### config.mk
export PLATFORM = sky130hd
export DESIGN_NAME = tuser_arb_2to1
export DESIGN_NICKNAME = d
export VERILOG_FILES = /design/src/rtl/tarb_pkg.sv /design/src/rtl/tarb_rr_pick.sv /design/src/rtl/tuser_arb_2to1.sv
export SDC_FILE = /design/constraint.sdc
export NUM_CORES = 1
export LEC_CHECK = 0
export CORE_AREA = 2 2 490 492
export DETAILED_ROUTE_END_ITERATION = 16
export DIE_AREA = 0 0 492 494
export GPL_TIMING_DRIVEN = 0
export PLACE_DENSITY_LB_ADDON = 0.12
export SLEW_MARGIN = 10
export SYNTH_ARGS = -nofsm -noshare
export SYNTH_HDL_FRONTEND = slang
export SYNTH_HIERARCHICAL = 1
export SYNTH_SLANG_ARGS = --single-unit
### constraint.sdc
create_clock -name tarb_aclk -period 1.95 [get_ports tarb_aclk]
set_input_delay 0.195 -clock tarb_aclk [delete_from_list [all_inputs] [get_ports tarb_aclk]]
set_output_delay 0.195 -clock tarb_aclk [all_outputs]
set_load 0.01 [all_outputs]
### src/rtl/tarb_pkg.sv
// ----------------------------------------------------------------------------
// tarb_pkg
// Shared constants for the tuser_arb_2to1 packet arbiter:
//   - FSM state encodings (IDLE / PKT0 / PKT1; 2'b11 is illegal)
//   - default AXIS widths (tdata 256, tkeep 32, tuser 128)
//   - one-hot source tags stamped into tuser when TARB_SRC_TAG_EN is defined
// ----------------------------------------------------------------------------
package tarb_pkg;

   // FSM encodings, kept as plain 2-bit constants so the debug port shows
   // the raw state value.
   localparam logic [1:0] IDLE = 2'b00;
   localparam logic [1:0] PKT0 = 2'b01;
   localparam logic [1:0] PKT1 = 2'b10;

   // Default AXIS widths.
   localparam int DATA_W_DEF      = 256;
   localparam int KEEP_W_DEF      = 32;
   localparam int TUSER_W_DEF     = 128;
   localparam int SRC_TAG_LSB_DEF = 120;

   // One-hot source tags.
   localparam logic [7:0] TAG_P0 = 8'h01;
   localparam logic [7:0] TAG_P1 = 8'h02;

   // Tag for a given source index.
   function automatic logic [7:0] src_tag(input logic idx);
      return idx ? TAG_P1 : TAG_P0;
   endfunction

endpackage

### src/rtl/tarb_rr_pick.sv
// ----------------------------------------------------------------------------
// tarb_rr_pick
// Combinational 2-input round-robin pick.
// Ports:
//   valid [1:0] in  : request from port 0 (bit 0) and port 1 (bit 1)
//   last        in  : index of the most recently granted port
//   any         out : at least one port is requesting
//   pick        out : index of the winning port (meaningful only when any=1)
// With a single requester that requester wins; with both requesting, the
// port that was not granted last wins.
// ----------------------------------------------------------------------------
module tarb_rr_pick (
   input  logic [1:0] valid,
   input  logic       last,
   output logic       any,
   output logic       pick
);

   assign any  = |valid;
   assign pick = (&valid) ? ~last : valid[1];

endmodule

### src/rtl/tuser_arb_2to1.sv
// ----------------------------------------------------------------------------
// tuser_arb_2to1
// Packet-granular 2:1 round-robin AXIS arbiter sitting in front of the
// tuser extraction FSM. A grant is held from the first beat of a packet
// through its tlast handshake, so packets never interleave downstream.
// Arbitration takes one IDLE cycle, so consecutive packets are separated by
// at least one bubble. The datapath is purely combinational; the only
// flops are the FSM state and the last-granted index.
//
// Optional feature (macro TARB_SRC_TAG_EN): while a packet is granted,
// m_tuser[SRC_TAG_LSB +: 8] carries a one-hot source tag (8'h01 for port 0,
// 8'h02 for port 1); all other tuser bits pass through. Without the macro
// tuser passes through unmodified.
//
// Ports:
//   tarb_aclk            in   clock
//   tarb_arst            in   synchronous active-low reset
//   tarb_s0_*            AXIS slave port 0 (valid/ready/data/keep/tlast/tuser)
//   tarb_s1_*            AXIS slave port 1 (same as port 0)
//   tarb_m_*             merged AXIS master port
//   dbg_state  [1:0] out current FSM state encoding
//   dbg_last         out index of the last-granted port
// ----------------------------------------------------------------------------
module tuser_arb_2to1
   import tarb_pkg::*;
#(
   parameter int DATA_W      = DATA_W_DEF,
   parameter int KEEP_W      = KEEP_W_DEF,
   parameter int TUSER_W     = TUSER_W_DEF,
   parameter int SRC_TAG_LSB = SRC_TAG_LSB_DEF
) (
   input  logic               tarb_aclk,
   input  logic               tarb_arst,

   input  logic               tarb_s0_valid,
   output logic               tarb_s0_ready,
   input  logic [DATA_W-1:0]  tarb_s0_data,
   input  logic [KEEP_W-1:0]  tarb_s0_keep,
   input  logic               tarb_s0_tlast,
   input  logic [TUSER_W-1:0] tarb_s0_tuser,

   input  logic               tarb_s1_valid,
   output logic               tarb_s1_ready,
   input  logic [DATA_W-1:0]  tarb_s1_data,
   input  logic [KEEP_W-1:0]  tarb_s1_keep,
   input  logic               tarb_s1_tlast,
   input  logic [TUSER_W-1:0] tarb_s1_tuser,

   output logic               tarb_m_valid,
   input  logic               tarb_m_ready,
   output logic [DATA_W-1:0]  tarb_m_data,
   output logic [KEEP_W-1:0]  tarb_m_keep,
   output logic               tarb_m_tlast,
   output logic [TUSER_W-1:0] tarb_m_tuser,

   output logic [1:0]         dbg_state,
   output logic               dbg_last
);

`ifdef TARB_SRC_TAG_EN
   localparam logic TAG_EN = 1'b1;
`else
   localparam logic TAG_EN = 1'b0;
`endif

   logic [1:0] state, state_nxt;
   logic       last, last_nxt;
   logic       req_any, req_pick;
   logic       s0_done, s1_done;

   // --------------------------------------------------------------------
   // Round-robin pick, consulted only in IDLE.
   // --------------------------------------------------------------------
   tarb_rr_pick u_pick (
      .valid ({tarb_s1_valid, tarb_s0_valid}),
      .last  (last),
      .any   (req_any),
      .pick  (req_pick)
   );

   // Final beat of the granted packet is accepted downstream.
   assign s0_done = tarb_s0_valid & tarb_m_ready & tarb_s0_tlast;
   assign s1_done = tarb_s1_valid & tarb_m_ready & tarb_s1_tlast;

   // --------------------------------------------------------------------
   // Next-state logic
   // --------------------------------------------------------------------
   always_comb begin
      state_nxt = state;
      last_nxt  = last;
      case (state)
         IDLE: begin
            if (req_any) state_nxt = req_pick ? PKT1 : PKT0;
         end
         PKT0: begin
            // Grant stays put until tlast handshakes, whatever port 1 does.
            if (s0_done) begin
               state_nxt = IDLE;
               last_nxt  = 1'b0;
            end
         end
         PKT1: begin
            if (s1_done) begin
               state_nxt = IDLE;
               last_nxt  = 1'b1;
            end
         end
         // 2'b11 is unreachable in normal operation; fall back to IDLE.
         default: state_nxt = IDLE;
      endcase
   end

   always_ff @(posedge tarb_aclk) begin
      if (!tarb_arst) begin
         state <= IDLE;
         last  <= 1'b1;   // port 0 wins the first contention after reset
      end else begin
         state <= state_nxt;
         last  <= last_nxt;
      end
   end

   // --------------------------------------------------------------------
   // Output mux: zero-latency pass-through from the granted port. In IDLE
   // (and the illegal state) everything is driven to zero so no beat can be
   // accepted while arbitrating.
   // --------------------------------------------------------------------
   always_comb begin
      tarb_m_valid  = 1'b0;
      tarb_m_data   = '0;
      tarb_m_keep   = '0;
      tarb_m_tlast  = 1'b0;
      tarb_m_tuser  = '0;
      tarb_s0_ready = 1'b0;
      tarb_s1_ready = 1'b0;
      case (state)
         PKT0: begin
            tarb_m_valid  = tarb_s0_valid;
            tarb_s0_ready = tarb_m_ready;
            tarb_m_data   = tarb_s0_data;
            tarb_m_keep   = tarb_s0_keep;
            tarb_m_tlast  = tarb_s0_tlast;
            tarb_m_tuser  = tarb_s0_tuser;
            if (TAG_EN) tarb_m_tuser[SRC_TAG_LSB +: 8] = src_tag(1'b0);
         end
         PKT1: begin
            tarb_m_valid  = tarb_s1_valid;
            tarb_s1_ready = tarb_m_ready;
            tarb_m_data   = tarb_s1_data;
            tarb_m_keep   = tarb_s1_keep;
            tarb_m_tlast  = tarb_s1_tlast;
            tarb_m_tuser  = tarb_s1_tuser;
            if (TAG_EN) tarb_m_tuser[SRC_TAG_LSB +: 8] = src_tag(1'b1);
         end
         default: ;
      endcase
   end

   assign dbg_state = state;
   assign dbg_last  = last;

endmodule

-- Word level (Yosys, flattened, before mapping)
Cells that the tools add are included.
- register bits: 3
- output and inout bits: 423
- logic and storage cells: 34
- eq/ne operators: 5
- multiplexer cells: 16
- bitwise operators: 5
- reduce and logical (&&, ||, !) cells: 6
- operators with widths (operator ; count):
    $pmux W256 S2 ; 1
    $pmux W128 S2 ; 1
    $pmux W32 S2 ; 1
    $mux W2 ; 4
    $ne A2 B2 Y1 const B ; 3
    $pmux W1 S2 ; 3
    $pmux W2 S3 ; 1
    $reduce_and A3 Y1 ; 2
    $mux W1 ; 5
    $and A1 B1 Y1 ; 4
    $eq A2 B1 Y1 const B ; 1
    $eq A2 B2 Y1 const B ; 1
    $logic_not A2 Y1 ; 1
    $reduce_and A2 Y1 ; 1
    $reduce_bool A2 Y1 ; 1
    $reduce_or A2 Y1 ; 1
    $not A1 Y1 ; 1

-- Longest topological paths before layout
Gate-level depths: netlist (run 1).
- depth in word-level cells: 5
- depth in mapped cells: 7

-- Modules after synthesis
The synthesis (run 1) kept the hierarchy.
- by module, submodules not included (module ; instances ; cells each ; area each (um^2) ; sequential area each (um^2)):
    tuser_arb_2to1 ; 1 ; 1003 ; 6643.9 ; 60.1
    tarb_rr_pick ; 1 ; 2 ; 13.8 ; 0.0

-- Worst setup path before layout (run 1)
OpenSTA, ideal clock, no wires.
- path kind: register to output
- from: reg state[0], in the netlist dbg_state[0]
- to: out tarb_m_data[120]
- data arrival time: 1.531 ns
- setup slack: 0.224 ns
- cell stages (with the launch flop): 7
- buffers on the path: 3
- cells stage by stage: dfxtp_1 > inv_1 > ha_1 > buf_4 > buf_4 > clkbuf_1 > nor2b_1
- longest elaborated chain between the ends: 2
- elaborated cells on any way between the ends: 3
- classes of those cells: eq/ne: 2; mux: 1
- ends and longest elaborated chain (element ; line ; RTL):
    from (decl) ; tuser_arb_2to1.sv:66 ; logic [1:0] state, state_nxt;
    from (signal assigned) ; tuser_arb_2to1.sv:118 ; state <= state_nxt;
    $eq A2 B2 Y1 / $eq A2 B1 Y1 (equally long branches) ; tuser_arb_2to1.sv:136 ; case (state)
    $pmux W256 S2 * ; tuser_arb_2to1.sv:136 ;
    to (decl) ; tuser_arb_2to1.sv:51 ; output logic [DATA_W-1:0] tarb_m_data,
Every way passes the cells marked *; elsewhere a longest branch is shown, timed or not.

-- Worst setup path after layout (run 1)
- from: reg state[0], in the netlist dbg_state[0]
- to: out tarb_m_data[162]
Same word-level chain as after synthesis.

==> reports/summary.md, run 1 <==
The run finished, with violations left. The final reports fail on setup timing. For this block, the initial DRC count from the detailed router was 739.

The tools report the required time at the worst-slack endpoint as 1750 ps. The total wirelength of the detailed-routed design is 173.3 mm. The largest individual stage delay along the critical path comes from the cell dfxtp_4.

In this run the static leakage power is 0.009509 µW. The element type at the critical path end is an output pin. The wire length of the first global-routing pass is 207.5 mm, and the count of max-cap constraint violations is 0. Counting flops and latches in the post-synthesis netlist gives 3. The floorplan step set the die height to 494 µm.

The startpoint of the lowest-slack register-to-register path was dbg_state[0]. The signal on the critical path passes through inv_4 -> ha_4 -> buf_12 -> buf_12 -> buf_16 -> buf_12 -> buf_8 -> buf_6 -> a22oi_2 -> nor2b_1 -> buf_4. In this run the worst setup path begins at dbg_state[0].

Using the TritonRoute via totals, the vias-per-cell ratio works out to 2.710. The logs give 0.006658 mm² for the cell area after synthesis and 15640 for the number of global-route vias before repair. The power share of the sequential group was 0.005. The final worst setup slack was -356.1 ps; the achievable frequency was 433.6 MHz. The fraction of power spent switching nets came out at 0.4716. TritonCTS built the clock tree. The number of nets at the end of the flow came out at 3232. The total power density per cell area is 935.9 mW/mm². The run gives 0.982 as the combinational power share.

Setup repair after global routing could not meet its margin everywhere. The largest total area in the synthesized netlist belongs to a22oi_1. In the routed design, unresolved DRC markers number 0.

The run gives 13300 µW as the internal portion of total power. The largest single stage delay on the critical path is 360 ps. After routing, the total negative slack on setup checks comes to -67900 ps.

The share of Yosys cell area claimed by the top area cell type was 0.4713. In this run the most critical hold path is launched from dbg_state[0]. In the final routed layout, each cell accounts on average for 30.99 µm. Among the stages of the critical path, the cell type that occurs most often is buf_12. The routability congestion estimate from global placement came out at 0.8713.

No sink is reached through more buffers than the 2 on the longest clock path. The most frequent standard cell in the layout excluding fill and tap cells is clkdlybuf4s50_1. In this run the worst path has a maximum fanout of 5. The library cells used most frequently in the layout, excluding fill and tap cells, are 853 x clkdlybuf4s50_1, 337 x nor2b_1, 233 x a22oi_1.

Relative area change from synthesis to final layout: 304.1%. The kind of critical path was reg -> out. The share of final-layout standard cells stronger than drive strength 1 works out to 0.3585.

In this run the worst hold path is classified as reg -> reg. The die width is 492 µm, and the total setup violations reported at the end of the flow is 388. The initial standard-cell utilization of the core is 0.02804. At the worst endpoint, the arrival time is 2110 ps. The run gives 0.2430 mm² as the floorplan die area. The proportion of synthesized chip area in sequential cells was 0.009021; the number of hold buffers added after cts was 0. Clock tree synthesis inserted a total of 3 buffers.

The core region is 0.2374 mm². The logs give 0.013 for the power share of the clock group and 507.3 ps for the final worst hold slack. The count of final max-slew check failures was 0; the clock insertion delay at the later pin of the skew report was 230 ps. The share of the cycle needed by the critical path after routing came out at 1.183.

The logs give 1262 for the number of primary I/O pins and 179 for the count of standard-cell rows. The total overflow left after global routing is 0. The iteration count of the initial detailed-routing pass is 7, and the register clock-pin slew on the reported worst setup and hold paths is 30 ps. The final-report hold violation count was 0. The count of input and output buffers works out to 1261. Clock skew: 0.1461 ps. After technology mapping, the gate count stands at 1005. For this run, the number of Yosys warnings is 6. Summed over all nets, the switching power comes to 11870 µW.

The routed layout has 15160 vias. Detailed placement ended at an HPWL of 154.9 mm. The run gives 186 as the initial antenna violation count.

By area the synthesized netlist is led by a22oi_1 47%, nor2b_1 39%, buf_2 6.2%, clkbuf_1 2.8%, dfxtp_1 0.90%. In this run the clock root is driven by a clkbuf_16. VDD sags by at most 0.9016 mV. The tools report the startpoint type of the worst setup path as a register.

The post-detailed-route count of antenna-violating nets was 0; the headroom to the max-slew limit was 0.6598. The total track usage was 0.1352; the measured slew at the worst slew-check pin was 508.7 ps. The shortest clock period the worst path allows after layout was 2306 ps; the number of sinks on the clock net was 3. The total number of H-tree levels was 1; the average cell area after synthesis was 6.625 µm².

Yosys mapped the design onto 20 distinct sky130hd cell types. The post-synth net total is 1848, and the pin count of the biggest net entering global routing is 12.
==> synth_stat cells <==
library cell  count
inv_1             3
mux2i_1           2
nand3_1           3
dfxtp_1           3
o211ai_1          1
buf_4             7
nor2b_1         419
a22oi_1         418
o2111ai_1         1
o21ai_2           1
and2_1            2
nand2b_1          1
ha_1              4
o211a_1           1
or2_1             1
nand3b_1          1
buf_2            83
nand2_1           4
clkbuf_1         49
a21boi_1          1
==> cells by family after synthesis <==
family	Yosys count	synth area share
flops	3	0.009021
simple gates	431	0.4031
compound gates	423	0.4777
mux	2	0.003007
fa+ha+maj	4	0.007518
buf+inv	142	0.09961
==> worst paths after layout <==
| check | end | slack (ps) | cells past startpoint |
|---|---|---|---|
| max | tarb_m_data[162] | -360 | 11 |
| max reg2reg | dbg_last | 370 | 7 |
| min reg2reg | dbg_state[0] | 510 | 2 |
| min | dbg_state[0] | 510 | 2 |
==> area by class of cell <==
type	instances	area, µm²
tap	3167	3963
fill	27560	210500
buffer	128	1918
timing repair buffer	1390	13430
sequential	3	67.56
antenna	37	92.59
multi-input combinational	860	7338
clock buffer	4	78.83
inverter	3	16.27
==> power groups by stage <==
| stage | clock network [µW] | registers, µW | logic [µW] |
|---|---|---|---|
| 2_1_floorplan | 0 | 118 | 7460 |
| 3_3_place_gp | 0 | 118 | 17900 |
| 3_5_place_dp | 0 | 117 | 17800 |
| 4_1_cts | 331 | 132 | 24600 |
| 5_1_grt | 333 | 136 | 26300 |
| 6_report | 324 | 130 | 24700 |
==> critical path, delay by kind of cell (launching register included) <==
family                   cells  cell delay, ps
adder cells (fa/ha/maj)      1             190
AND/OR/NAND/NOR              1              60
flip-flops                   1             360
buffers and inverters        8            1060
AO/OA/AOI/OAI                1             140
==> registers in the layout, indices dropped and copies added, names as in the netlist <==
name	count
dbg_state	2
dbg_last	1
==> stage by stage <==
stage                  util  area [µm²]  worst slack, ps  power [µW]  std cells
floorplan                 -        6658            224.5        7579       1005
global placement    0.09790       23240            -2511       17980       5433
detailed placement  0.09808       23280            -1793       17950       5435
CTS                  0.1115       26470           -556.4       25030       5532
global route         0.1130       26820           -434.9       26770       5559
finish               0.1133       26900           -356.1       25180       5592
==> what timing repair did <==
item	in CTS	in global routing
cloned	18	4
resized for setup	1671	558
pin swaps	74	28
hold endpoints to repair	0	0
endpoints found under the setup margin	423	420
setup buffers	76	33
==> per-layer routing <==
layer	wire (µm)	share of wire	global-route usage	up-vias
li1	-	-	-	6585
met1	63840	0.37	0.1420	7008
met2	83470	0.48	0.2381	1073
met3	22240	0.13	0.08097	327
met4	2661	0.015	0.01262	162
met5	1094	0.0063	0	-
Note: power is estimated with default switching activity, not from simulation.
==> run 2: changes to the inputs <==
- CORE_AREA: 2 2 490 492 -> 2 2 493 495
- CTS_BUF_LIST: not set -> sky130_fd_sc_hd__clkbuf_8
- CTS_CLUSTER_DIAMETER: not set -> 50
- DIE_AREA: 0 0 492 494 -> 0 0 495 497
- clock period: 1.95 -> 2.8 ns (I/O delays scaled with it)
==> run 2 against run 1 <==
  * The run now ends clean
  * Global-route usage down 0.41 points
  * Register-to-register slack better by 750 ps
  * Critical endpoint is now tarb_m_keep[19]
  * Sequential cell count unchanged
  * Largest power group unchanged
  * Via count down 3.0%
==> reports/summary.md, run 2 (same netlist as run 1, synthesis figures left out) <==
The run gives 0.2460 mm² (+1.2%) as the floorplan die area. The share of final-layout standard cells stronger than drive strength 1 came out at 0.08711 (-0.2713). The flip-flop count of the largest register, all copies and words added came out at 2 (unchanged). The floorplan die height was 497 µm (+0.61%). The iteration count of the initial detailed-routing pass came out at 4 (-3). The post-DP HPWL was 157.7 mm (+1.8%); the number of DRC violations after detailed-routing iteration 0 was 792 (+7.2%). The clock insertion delay at the later pin of the skew report is 220 ps (about the same), and the shortest clock period the worst path allows after layout is 2723 ps. Worst endpoint data arrival time: 2440 ps (+330 ps). The run gives 0 (unchanged) as the final-report hold violation count. The measured slew at the worst slew-check pin was 557.6 ps (+48.88 ps); the total setup violations reported at the end of the flow was 0 (-100%).

Total wirelength of the detailed-routed design: 170.6 mm (-1.6%). TritonCTS built the clock tree. The buffer levels on the longest clock path is 2 (unchanged). The number of cells in the design after placement came out at 5452 (+0.31%). For the fill cell total of the finished layout, the log shows 28230 (+2.4%). Maximum fanout encountered on the critical timing path: 10 (+5). The root buffer cell chosen for the clock tree is clkbuf_8. The count of final max-slew check failures is 0 (unchanged).

The top cell types in the final layout, fill and taps aside, are 1116 x clkdlybuf4s50_1, 410 x a22oi_1, 388 x nor2b_1. The die width was 495 µm (+0.61%); the average wire per standard cell was 31.07 µm (+0.25%). The most frequent standard cell in the layout excluding fill and tap cells is clkdlybuf4s50_1.

The aggregate global routing overflow was 0 (unchanged). The run gives 0 (unchanged) as the post-detailed-route count of antenna-violating nets. The initial antenna violation count was 192 (+3.2%). Setup repair after global routing could not meet its margin everywhere.

The reg2reg setup slack is 1120 ps (+750 ps). The run gives 0.02329 mm² (about the same) as the post-placement cell area. The cell leakage power is 0.008166 µW (-14%), and the total power density per cell area is 541.4 mW/mm² (-42%).

The register clock-pin slew on the reported worst setup and hold paths came out at 30 ps (about the same). The element type at the critical path end is an output pin. The tools report the number of vias after detailed routing as 14700 (-3.0%). For the core box area, the log shows 0.2401 mm² (+1.1%).

The clock skew is 3.204 ps (+3.058 ps), and the count of input and output buffers is 1261 (unchanged). By startpoint and endpoint, the worst setup path is classified as reg -> out. For the number of global-route vias before repair, the log shows 15130 (-3.3%). The count of standard-cell rows is 180 (+0.56%). The flow ran to the end, and the final reports show no timing, DRC or antenna violations. The maximum ir drop on the vdd rail is 0.2407 mV (-73%), and the number of buffers inserted during clock tree synthesis is 3 (unchanged). The worst setup path is launched from a register. The logs give 0 (unchanged) for the number of hold buffers added after cts and 0.02773 (-0.0003128) for the initial standard-cell utilization of the core. Number of vias per cell: 2.677 (-1.2%). The number of primary I/O pins is 1262 (unchanged), and the worst setup slack after placement is -1157 ps (+635.5 ps).

The logs give 0.8588 (-1.4%) for the routability congestion estimate from global placement and 2520 ps (+770 ps) for the required time at the worst-slack endpoint. For the count of non-filler cells in the finished layout, the log shows 5491 (-1.8%). The post-detailed-route DRC marker count is 0 (unchanged), and the pin count of the biggest net entering global routing is 11 (-1). The total track usage was 0.1311 (-0.004095); the final design instance area without fill was 0.02428 mm² (-9.7%). The tools report the headroom to the max-slew limit as 0.6271 (-0.03269). The run gives 3117 (-3.6%) as the number of nets at the end of the flow. The path type of the worst min-delay path is reg -> reg. The relative area change from synthesis to final layout is 264.7%, and the number of sinks on the clock net is 3 (unchanged). The total power consumption of the routed design is 13150 µW (-48%), and the achievable frequency is 367.2 MHz. Wire length of the first global-routing pass: 204.3 mm (-1.5%).

For the total number of H-tree levels, the log shows 1 (unchanged). The run gives 76.65 ps (+432.8 ps) as the final worst setup slack. The run gives 0 (unchanged) as the count of max-cap constraint violations. The share of the cycle needed by the critical path after routing is 0.9726.
-- run 2: through the flow --
step                      hold slack, ps  utilization  TNS [ps]
after detailed placement           507.6      0.09700   -173030
after CTS                          505.6      0.09979    -41.87
final                              507.7       0.1011         0
after global routing               548.9       0.1008    -401.0
after floorplan                    368.9            -         0
after global placement             517.4      0.09690   -335700
-- run 2: timing repair --
| item | in CTS | in global routing |
|---|---|---|
| endpoints found under the hold margin | 0 | 0 |
| pin swaps | 2 | 0 |
| endpoints found under the setup margin | 419 | 145 |
| gates resized for setup | 333 | 112 |
| setup buffers | 2 | 0 |
-- run 2: worst paths after layout --
check,endpoint,cells past startpoint,from
max reg2reg,dbg_last,7,dbg_state[1]
max,tarb_m_keep[19],8,dbg_state[1]
min reg2reg,dbg_state[1],2,dbg_state[1]
min,dbg_state[1],2,dbg_state[1]
-- run 2: per-layer routing --
metal	global-route usage	part of all wire	vias up
li1	-	-	6328
met1	0.1427	0.37	6868
met2	0.2312	0.48	1026
met3	0.07191	0.13	320
met4	0.007042	0.013	160
met5	0	0.0063	-
-- run 2: area by class of cell --
type                    count  area, µm²  share of cell area
clock buffers               3      41.29            0.001701
well taps                3185       3985              0.1641
repair buffers           1264      12740              0.5245
inverters                   3      11.26           0.0004638
clock inverters             1      3.754           0.0001546
flip-flops and latches      3      62.56            0.002577
multi-input cells         860       6132              0.2526
plain buffers             139       1226             0.05050
diodes                     33      82.58            0.003401
-- run 2: critical path: stages, from the launching register on --
cell           delay [ps]
dfxtp_2               340
inv_1                 110
ha_1                  200
buf_12                200
buf_6                 210
buf_2                 270
a22oi_1               200
nor2b_1               170
dlygate4sd2_1         470
-- run 2: where the power goes --
| group | internal (µW) | leakage (µW) | total, µW | switching (µW) |
|---|---|---|---|---|
| logic | 6070 | 0.00811 | 12900 | 6870 |
| registers | 62.5 | 0.0000255 | 83.3 | 20.8 |
| clock network | 93.6 | 0.0000271 | 125 | 31.7 |
